**src/rtl/wtm_pipe.sv**
```systemverilog
// wtm_pipe: pipelined Wallace-tree multiplier with valid/ready flow control.
// Partial products are reduced by full-adder (3:2) layers down to a sum and a
// carry row, registered, then merged by a carry-propagate adder.
// Ports:
//   clock, resetn          rising-edge clock, synchronous active-low reset
//   in_valid / in_ready    operand handshake (in1, in2, is_signed)
//   out_valid / out_ready  product handshake (result, cout)
//   result                 2*WIDTH-bit product, zero while out_valid is low
//   cout                   product does not fit in WIDTH bits
// Macro WTM_SIGNED_EN: enables two's-complement mode via Baugh-Wooley
// correction. Without it is_signed is ignored and every product is unsigned.
module wtm_pipe #(
   parameter int WIDTH  = 5,
   parameter int STAGES = 2
) (
   input  logic               clock,
   input  logic               resetn,
   input  logic               in_valid,
   output logic               in_ready,
   input  logic [WIDTH-1:0]   in1,
   input  logic [WIDTH-1:0]   in2,
   input  logic               is_signed,
   output logic               out_valid,
   input  logic               out_ready,
   output logic [2*WIDTH-1:0] result,
   output logic               cout
);

   localparam int P = 2 * WIDTH;
`ifdef WTM_SIGNED_EN
   localparam int NR = WIDTH + 1;
`else
   localparam int NR = WIDTH;
`endif

   // Row count after l layers of 3:2 compression.
   function automatic int rows_at(input int n, input int l);
      int c;
      c = n;
      for (int k = 0; k < l; k++) c = c - c / 3;
      return c;
   endfunction

   function automatic int n_levels(input int n);
      int c;
      int l;
      c = n;
      l = 0;
      for (int k = 0; k < 32; k++) begin
         if (c > 2) begin
            c = c - c / 3;
            l = l + 1;
         end
      end
      return l;
   endfunction

   localparam int LV = n_levels(NR);

   logic adv;

   // Every stage moves together; the pipe stalls only when the
   // product at the output is valid and not being taken.
   assign adv      = out_ready | ~out_valid;
   assign in_ready = adv | ~resetn;

   logic [P-1:0] pp [NR];

   for (genvar i = 0; i < WIDTH; i++) begin : g_pp
      logic [WIDTH-1:0] m;
`ifdef WTM_SIGNED_EN
      // Baugh-Wooley: invert the cross terms that pair one sign bit
      // with one magnitude bit.
      localparam logic [WIDTH-1:0] INV = (i == WIDTH - 1) ?
         {1'b0, {(WIDTH-1){1'b1}}} : {1'b1, {(WIDTH-1){1'b0}}};
      assign m = (in1 & {WIDTH{in2[i]}}) ^ (INV & {WIDTH{is_signed}});
`else
      assign m = in1 & {WIDTH{in2[i]}};
`endif
      assign pp[i] = {{WIDTH{1'b0}}, m} << i;
   end

`ifdef WTM_SIGNED_EN
   // Constant ones at bit WIDTH and the top bit complete the correction.
   localparam logic [P-1:0] BW_K = (P'(1) << WIDTH) | (P'(1) << (P - 1));
   assign pp[WIDTH] = is_signed ? BW_K : '0;
`endif

   for (genvar l = 0; l < LV; l++) begin : g_lvl
      localparam int C = rows_at(NR, l);
      localparam int G = C / 3;
      logic [P-1:0] cur [C];
      logic [P-1:0] nx  [C - G];

      for (genvar k = 0; k < C; k++) begin : g_cur
         if (l == 0) begin : g_top
            assign cur[k] = pp[k];
         end else begin : g_prv
            assign cur[k] = g_lvl[l-1].nx[k];
         end
      end

      for (genvar g = 0; g < G; g++) begin : g_csa
         logic [P-1:0] x;
         logic [P-1:0] y;
         logic [P-1:0] z;
         assign x = cur[3*g];
         assign y = cur[3*g+1];
         assign z = cur[3*g+2];
         assign nx[2*g]   = x ^ y ^ z;
         assign nx[2*g+1] = {(x[P-2:0] & y[P-2:0]) |
                             (x[P-2:0] & z[P-2:0]) |
                             (y[P-2:0] & z[P-2:0]), 1'b0};
      end

      for (genvar k = 0; k < C - 3*G; k++) begin : g_pass
         assign nx[2*G + k] = cur[3*G + k];
      end
   end

   logic [P-1:0] t_sum;
   logic [P-1:0] t_car;

   if (LV == 0) begin : g_fin0
      assign t_sum = pp[0];
      assign t_car = pp[1];
   end else begin : g_fin
      assign t_sum = g_lvl[LV-1].nx[0];
      assign t_car = g_lvl[LV-1].nx[1];
   end

   // Carry row lives only in the first stage; the adder sits behind it.
   logic [P-1:0] cry;

   always_ff @(posedge clock) begin
      if (resetn && adv) cry <= t_car;
   end

   for (genvar k = 0; k < STAGES; k++) begin : g_st
      logic         v;
      logic [P-1:0] d;
      logic         s;
      logic         nv;
      logic [P-1:0] nd;
      logic         ns;

      if (k == 0) begin : g_head
         assign nv = in_valid;
         assign nd = t_sum;
         assign ns = is_signed;
      end else if (k == 1) begin : g_cpa
         assign nv = g_st[0].v;
         assign nd = g_st[0].d + cry;
         assign ns = g_st[0].s;
      end else begin : g_dly
         assign nv = g_st[k-1].v;
         assign nd = g_st[k-1].d;
         assign ns = g_st[k-1].s;
      end

      always_ff @(posedge clock) begin
         if (!resetn) begin
            v <= 1'b0;
         end else if (adv) begin
            v <= nv;
            d <= nd;
            s <= ns;
         end
      end
   end

   logic [P-1:0] prod;
   logic         ovf;

   if (STAGES == 1) begin : g_out1
      assign prod = g_st[0].d + cry;
   end else begin : g_outn
      assign prod = g_st[STAGES-1].d;
   end

   assign out_valid = g_st[STAGES-1].v;

`ifdef WTM_SIGNED_EN
   logic [WIDTH:0] hi;
   assign hi  = prod[P-1:WIDTH-1];
   assign ovf = g_st[STAGES-1].s ? ~((&hi) | ~(|hi))
                                 : |prod[P-1:WIDTH];
`else
   logic unused_sgn;
   assign unused_sgn = g_st[STAGES-1].s;
   assign ovf        = |prod[P-1:WIDTH];
`endif

   assign result = out_valid ? prod : '0;
   assign cout   = out_valid & ovf;

endmodule

```
**config.mk**
```make
export PLATFORM = sky130hd
export DESIGN_NAME = wtm_pipe
export DESIGN_NICKNAME = d
export VERILOG_FILES = /design/src/rtl/wtm_pipe.sv
export SDC_FILE = /design/constraint.sdc
export NUM_CORES = 1
export LEC_CHECK = 0
export BUFFER_PORTS_ARGS = -buffer_cell sky130_fd_sc_hd__buf_2
export CAP_MARGIN = 5
export CORE_UTILIZATION = 45
export CTS_CLUSTER_DIAMETER = 60
export DETAILED_ROUTE_END_ITERATION = 8
export GPL_ROUTABILITY_DRIVEN = 0
export PLACE_DENSITY = 0.63
export SLEW_MARGIN = 15
export SYNTH_ARGS = -nofsm -noshare
export SYNTH_HDL_FRONTEND = slang
export SYNTH_SLANG_ARGS = --single-unit
```
**constraint.sdc**
```tcl
create_clock -name clock -period 5.69 [get_ports clock]
set_input_delay 0.8535 -clock clock [delete_from_list [all_inputs] [get_ports clock]]
set_output_delay 0.8535 -clock clock [all_outputs]
set_load 0.05 [all_outputs]
```
==> results of run 1 <==
## final timing paths
| kind | start | to | slack [ns] | cells after the start |
|---|---|---|---|---|
| min reg2reg | g_st[0].d[3] | g_st[1].d[3] | 0.43 | 0 |
| max | in2[0] | g_st[0].d[4] | 3.14 | 6 |
| min | g_st[0].d[3] | g_st[1].d[3] | 0.43 | 0 |
| max reg2reg | out_valid | g_st[1].d[0] | 3.82 | 2 |
## cell type report
| type | instances | area, µm² | area share |
|---|---|---|---|
| clock buffers | 4 | 26.3 | 0.0156 |
| multi-input cells | 74 | 669 | 0.397 |
| inverters | 12 | 45.0 | 0.0267 |
| well taps | 44 | 55.1 | 0.0326 |
| flip-flops and latches | 26 | 761 | 0.451 |
| repair buffers | 26 | 130 | 0.0772 |
## registers in the layout, summed over array words and instances (netlist names)
| signal | count |
|---|---|
| cry | 5 |
| g_st.d | 19 |
| out_valid | 1 |
| g_st.v | 1 |
## metrics by stage
stage          power [mW]   util  cells
2_1_floorplan       0.330      -    113
3_3_place_gp        0.353  0.539    182
3_5_place_dp        0.357  0.539    182
4_1_cts             0.430  0.548    186
5_1_grt             0.451  0.548    186
6_report            0.423  0.548    186
## cells in the final DEF (no fill, tap or decap)
cell type and count:
dfxtp_1 2, xor2_1 1, ha_1 9, fa_1 12
a211o_1 1, o21a_1 2, a21o_1 1, inv_1 12
clkbuf_1 1, and2_2 1, o211ai_1 1, a2bb2o_1 1
nand2_1 12, buf_2 26, nor2b_1 1, clkbuf_4 3
edfxtp_1 24, or4_1 1, a21oi_1 2, o21ai_0 1
nor2b_2 1, xnor2_1 2, nor2_1 2, and2_1 23
## power breakdown
part	switching [mW]	internal (mW)
logic	0.0591	0.0391
clock network	0.0460	0.0273
registers	0.00896	0.243
## cells by family after synthesis
group,Yosys count,synth area share
simple gates,41,0.152
flops,26,0.515
fa+ha+maj,21,0.239
buf+inv,13,0.0330
compound gates,9,0.0432
xor+xnor,3,0.0178
## critical path, delay by kind of cell
kind / cells / cell delay, ns
buffers and inverters: 2 / 0.17
adders and majority gates: 3 / 1.50
and+or+nand+nor: 1 / 0.08
## per-layer routing
metal | track usage | routed length [µm] | vias to the layer above
met1 | 0.132 | 869 | 407
met3 | 0.00655 | 43 | 0
met5 | 0 | 0 | -
li1 | - | - | 431
met4 | 0.0408 | 0 | 0
met2 | 0.230 | 1000 | 19
==> impl_metrics.py, run 1 <==
metrics = {
    "outcome": {
        "outcome": "completed",
    },
    "yosys": {
        "async_flop_share": 0,
        "synth_area_leader_cell": "edfxtp_1",
        "synthTopCellsByCount": "edfxtp_1 (24), and2_1 (23), fa_1 (12), inv_1 (12), nand2_1 (12)",
        "ys_ff_latch": 26,
        "synthCells": 113,
        "syn_area_per_cell_um2": 13.1,
        "netlist_area_mm2": 0.00148,
        "netlist.area_leader.share": 0.488,
        "ys_warn_count": 0,
        "seq_area_frac_synth": 0.515,
        "ys_types": 21,
        "synth_nets": 149,
        "synth_edf_count": 24,
        "yosysMostFrequentCell": "edfxtp_1",
        "synth-main-ff-cell": "edfxtp_1",
        "synth.area.top_cells": "edfxtp_1 (49%), fa_1 (16%), and2_1 (9.7%), ha_1 (7.6%), inv_1 (3.1%)",
    },
    "die": {
        "dieArea_mm2": 0.00351,
        "initial_utilization": 0.480,
        "die_h_um": 59.3,
        "rows": 20,
        "die_w_um": 59.3,
        "core_mm2": 0.00308,
        "io_pins": 28,
    },
    "cells_and_area": {
        "fillers": 274,
        "diodes": 0,
        "drive_above_1_share": 0.218,
        "syn_to_final_growth_pct": 14.2,
        "final_area_mm2": 0.00169,
        "nNetsFinal": 179,
    },
    "routing": {
        "wl_um": 1910,
        "vias": 857,
        "dr.pass1.iters": 4,
        "vias_per_cell": 4.61,
        "drc_errors": 0,
        "wl_per_cell_um": 10.3,
        "drt_iter0_drc": 15,
        "ant_nets": 0,
    },
    "clock_tree": {
        "clock-sinks": 26,
        "clk_pin_slew_worst_paths_ns": 0.12,
        "postCtsSetupRepairBufs": 0,
        "root_buffer": "clkbuf_4",
        "cts_max_path_buffers": 2,
        "worstSkewPairLatency_ns": 0.30,
        "holdBufCountCts": 0,
        "cts_made_buffers": 3,
        "tritoncts": "built",
        "ctsResizeCount": 0,
        "htreeDepth": 1,
    },
    "setup_path": {
        "cp_data_arrival_time_ns": 2.61,
        "crit_path_frequent_cell": "fa_1",
        "cp_slowest_stage_delay_ns": 0.54,
        "crit_path_cell_trace": "buf_2, nand2_1, fa_1, fa_1, inv_1, fa_1",
        "slowest_stage": "fa_1",
        "required_ns": 5.74,
        "crit_type": "input port to flip-flop",
        "path_max_fanout": 5,
        "cp-start-kind": "input port",
        "end_kind": "flip-flop",
    },
    "place": {
        "dp_slack_ns": 2.80,
        "dpl_cell_area_mm2": 0.00166,
        "io_buffers": 26,
        "dp_hpwl_um": 1600,
    },
    "sta": {
        "fin_crit_ns": 2.55,
        "hold_viol_final": 0,
        "maxSlewViolCount": 0,
        "rsz0062_at_grt": "no",
        "fin_crit_sh": 0.449,
        "finalSetupTns_ns": 0,
        "finClkSkew_ns": 0.00655,
        "max-slew-margin-rel": 0.254,
        "fin_ws_ns": 3.14,
        "fmaxAchievable_mhz": 391,
        "whs_ns": 0.432,
        "tightest_slew_ns": 1.11,
        "setup_violations": 0,
    },
    "global_routing": {
        "grtUsageTotal": 0.117,
        "antenna_found_initial": 0,
        "grt_max_degree": 26,
        "gr-total-overflow": 0,
        "grt_pass1_vias": 795,
        "grt_pass1_wl_um": 3190,
    },
    "pwr": {
        "ir_drop_mv": 0.0732,
        "total_leakage_power_nw": 0.761,
        "power_density_mw_per_mm2": 251,
    },
    "worst_hold_path": {
        "worstHoldPathType": "flip-flop to flip-flop",
    },
    "run": {
        "drv_cap": 0,
    },
}
(Power assumes the default switching activity.)
==> run 2, diff against run 1 <==
--- a/config.mk
+++ b/config.mk
@@ -5,13 +5,14 @@
 export SDC_FILE = /design/constraint.sdc
 export NUM_CORES = 1
 export LEC_CHECK = 0
+export ABC_AREA = 1
 export BUFFER_PORTS_ARGS = -buffer_cell sky130_fd_sc_hd__buf_2
 export CAP_MARGIN = 5
 export CORE_UTILIZATION = 45
 export CTS_CLUSTER_DIAMETER = 60
 export DETAILED_ROUTE_END_ITERATION = 8
 export GPL_ROUTABILITY_DRIVEN = 0
-export PLACE_DENSITY = 0.63
+export PLACE_DENSITY = 0.65
 export SLEW_MARGIN = 15
 export SYNTH_ARGS = -nofsm -noshare
 export SYNTH_HDL_FRONTEND = slang
==> constraint.sdc (replaced) <==
create_clock -name clock -period 2.25 [get_ports clock]
set_input_delay 0.3375 -clock clock [delete_from_list [all_inputs] [get_ports clock]]
set_output_delay 0.3375 -clock clock [all_outputs]
set_load 0.05 [all_outputs]
==> run 2 against run 1 <==
  * Cell area up 11%
  * Synthesized cell count up 40%
  * Sequential share of layout area down 4.6 points
  * Core utilization up 1.0 points
  * First-iteration DRC count up 27%
  * Largest power group unchanged
  * Highest routed layer is now met4
==> impl_metrics.py, run 2 <==
metrics = {
    "outcome": {
        "outcome": "completed",
    },
    "cells_and_area": {
        "top_register": "g_st.d",
        "diodes": 0,
        "syn_to_final_growth_pct": 18.7,
        "final_common_cell": "nand2_1",
        "instances_no_fill": 241,
        "largestRegisters": "g_st.d x19, cry x5",
        "multi_input_area_um2": 648,
        "final_area_mm2": 0.00188,
        "nNetsFinal": 232,
        "final_cell_mix": "nand2_1 (45), inv_1 (44), buf_2 (26), edfxtp_1 (24), fa_1 (12)",
        "fillers": 317,
        "seq_area_um2": 761,
        "largest_reg_flops": 19,
        "drive_above_1_share": 0.236,
    },
    "die": {
        "core_mm2": 0.00336,
        "die_h_um": 61.3,
        "dieArea_mm2": 0.00376,
        "rows": 21,
        "die_w_um": 61.3,
        "initial_utilization": 0.471,
        "io_pins": 28,
    },
    "setup_path": {
        "end_kind": "flip-flop",
        "startpoint": "in2[0]",
        "cp-start-kind": "input port",
        "path_max_fanout": 3,
        "rr_startpoint": "out_valid",
        "cp_data_arrival_time_ns": 2.08,
        "required_ns": 2.33,
        "crit_type": "input port to flip-flop",
    },
    "routing": {
        "drc_errors": 0,
        "wl_um": 2300,
        "dr.pass1.iters": 4,
        "vias_per_cell": 4.51,
        "ant_nets": 0,
        "wl_per_cell_um": 9.54,
        "drt_iter0_drc": 19,
        "vias": 1087,
    },
    "clock_tree": {
        "htreeDepth": 1,
        "worstSkewPairLatency_ns": 0.32,
        "holdBufCountCts": 0,
        "clk_pin_slew_worst_paths_ns": 0.14,
        "cts_made_buffers": 3,
        "tritoncts": "built",
        "clock-sinks": 26,
        "postCtsSetupRepairBufs": 0,
        "cts_max_path_buffers": 2,
        "ctsResizeCount": 0,
        "root_buffer": "clkbuf_4",
    },
    "global_routing": {
        "grt_use_met1": 0.138,
        "grt_max_degree": 25,
        "grt_pass1_vias": 1004,
        "grt.busiest_layer": "met2",
        "grt_util_met2": 0.276,
        "antenna_found_initial": 0,
        "gr-total-overflow": 0,
        "grt_pass1_wl_um": 3750,
        "use_met3": 0.0126,
        "grtUsageTotal": 0.136,
    },
    "sta": {
        "maxSlewViolCount": 0,
        "fmaxAchievable_mhz": 500,
        "max-slew-margin-rel": 0.278,
        "finClkSkew_ns": 0.0131,
        "rsz0062_at_grt": "no",
        "fin_ws_ns": 0.251,
        "hold_viol_final": 0,
        "finalSetupTns_ns": 0,
        "tightest_slew_ns": 1.08,
        "setup_violations": 0,
        "fin_crit_sh": 0.888,
        "fin_crit_ns": 2.00,
    },
    "run": {
        "drv_cap": 0,
    },
    "yosys": {
        "yosysMostFrequentCell": "nand2_1",
        "synth_nets": 194,
        "ys_types": 18,
        "seq_area_frac_synth": 0.481,
        "netlist.area_leader.share": 0.455,
        "synth-main-ff-cell": "edfxtp_1",
        "synth.area.top_cells": "edfxtp_1 (46%), fa_1 (15%), nand2_1 (11%), inv_1 (10%), ha_1 (7.1%)",
        "ys_warn_count": 0,
        "synthCells": 158,
        "async_flop_share": 0,
        "synth_edf_count": 24,
        "syn_area_per_cell_um2": 10.0,
        "synthTopCellsByCount": "nand2_1 (45), inv_1 (44), edfxtp_1 (24), fa_1 (12), ha_1 (9)",
        "synth_area_leader_cell": "edfxtp_1",
        "netlist_area_mm2": 0.00158,
        "ys_ff_latch": 26,
    },
    "pwr": {
        "ir_drop_mv": 0.245,
        "total_leakage_power_nw": 1.05,
        "power_density_mw_per_mm2": 663,
    },
    "place": {
        "dp_hpwl_um": 1940,
        "dpl_cell_area_mm2": 0.00183,
        "dp.cells": 237,
        "dp_slack_ns": -0.117,
        "io_buffers": 26,
    },
    "worst_hold_path": {
        "worstHoldPathType": "input port to flip-flop",
        "min_from": "in_valid",
    },
}
run 2: cell types whose count changed after synthesis, moves of 5 or more:
| cell | change |
|---|---|
| nand2_1 | +33 |
| and2_1 | -23 |
| nand3_1 | +5 |
| inv_1 | +32 |
run 2: cell families after synthesis:
logic type	after synthesis	share of synthesized area
flops	26	0.481
simple gates	59	0.161
xor+xnor	1	0.00553
compound gates	5	0.0182
buf+inv	46	0.111
fa+ha+maj	21	0.223
run 2: area by class of cell:
| cell class | count | area share |
|---|---|---|
| clock buffer | 3 | 0.0120 |
| clock inverter | 1 | 0.0160 |
| inverter | 45 | 0.0899 |
| multi-input combinational | 86 | 0.345 |
| sequential | 26 | 0.405 |
| tap | 46 | 0.0306 |
| timing repair buffer | 34 | 0.101 |
run 2: layer usage:
layer  wire length (µm)  vias to the layer above
li1                   -                      553
met1                920                      502
met2               1250                       28
met3                 84                        4
met4                 41                        0
met5                  0                        -
run 2: worst paths after layout:
check | cells past startpoint | to | slack, ns
worst min register to register | 0 | g_st[1].d[3] | 0.44
worst max-delay path | 6 | g_st[0].d[4] | 0.25
worst max register to register | 3 | g_st[0].d[8] | 0.43
worst min-delay path | 3 | g_st[0].v | 0.27
run 2: where the power goes:
| group | internal, mW | switching (mW) | total, mW |
|---|---|---|---|
| Sequential | 0.614 | 0.0254 | 0.639 |
| Clock | 0.180 | 0.130 | 0.310 |
| Combinational | 0.108 | 0.188 | 0.296 |
run 2: metrics by stage:
| step | hold slack [ns] | power [mW] | utilization |
|---|---|---|---|
| after global placement | 0.406 | 0.931 | 0.543 |
| after CTS | 0.272 | 1.26 | 0.558 |
| after floorplan | 0.400 | 0.860 | - |
| after global routing | 0.268 | 1.32 | 0.558 |
| after detailed placement | 0.407 | 0.951 | 0.543 |
| final | 0.271 | 1.25 | 0.558 |
run 2: worst max-delay path, stage by stage:
cell and delay (ns):
buf_2 0.10, nand2_1 0.07, fa_1 0.51, fa_1 0.55
inv_1 0.06, fa_1 0.46
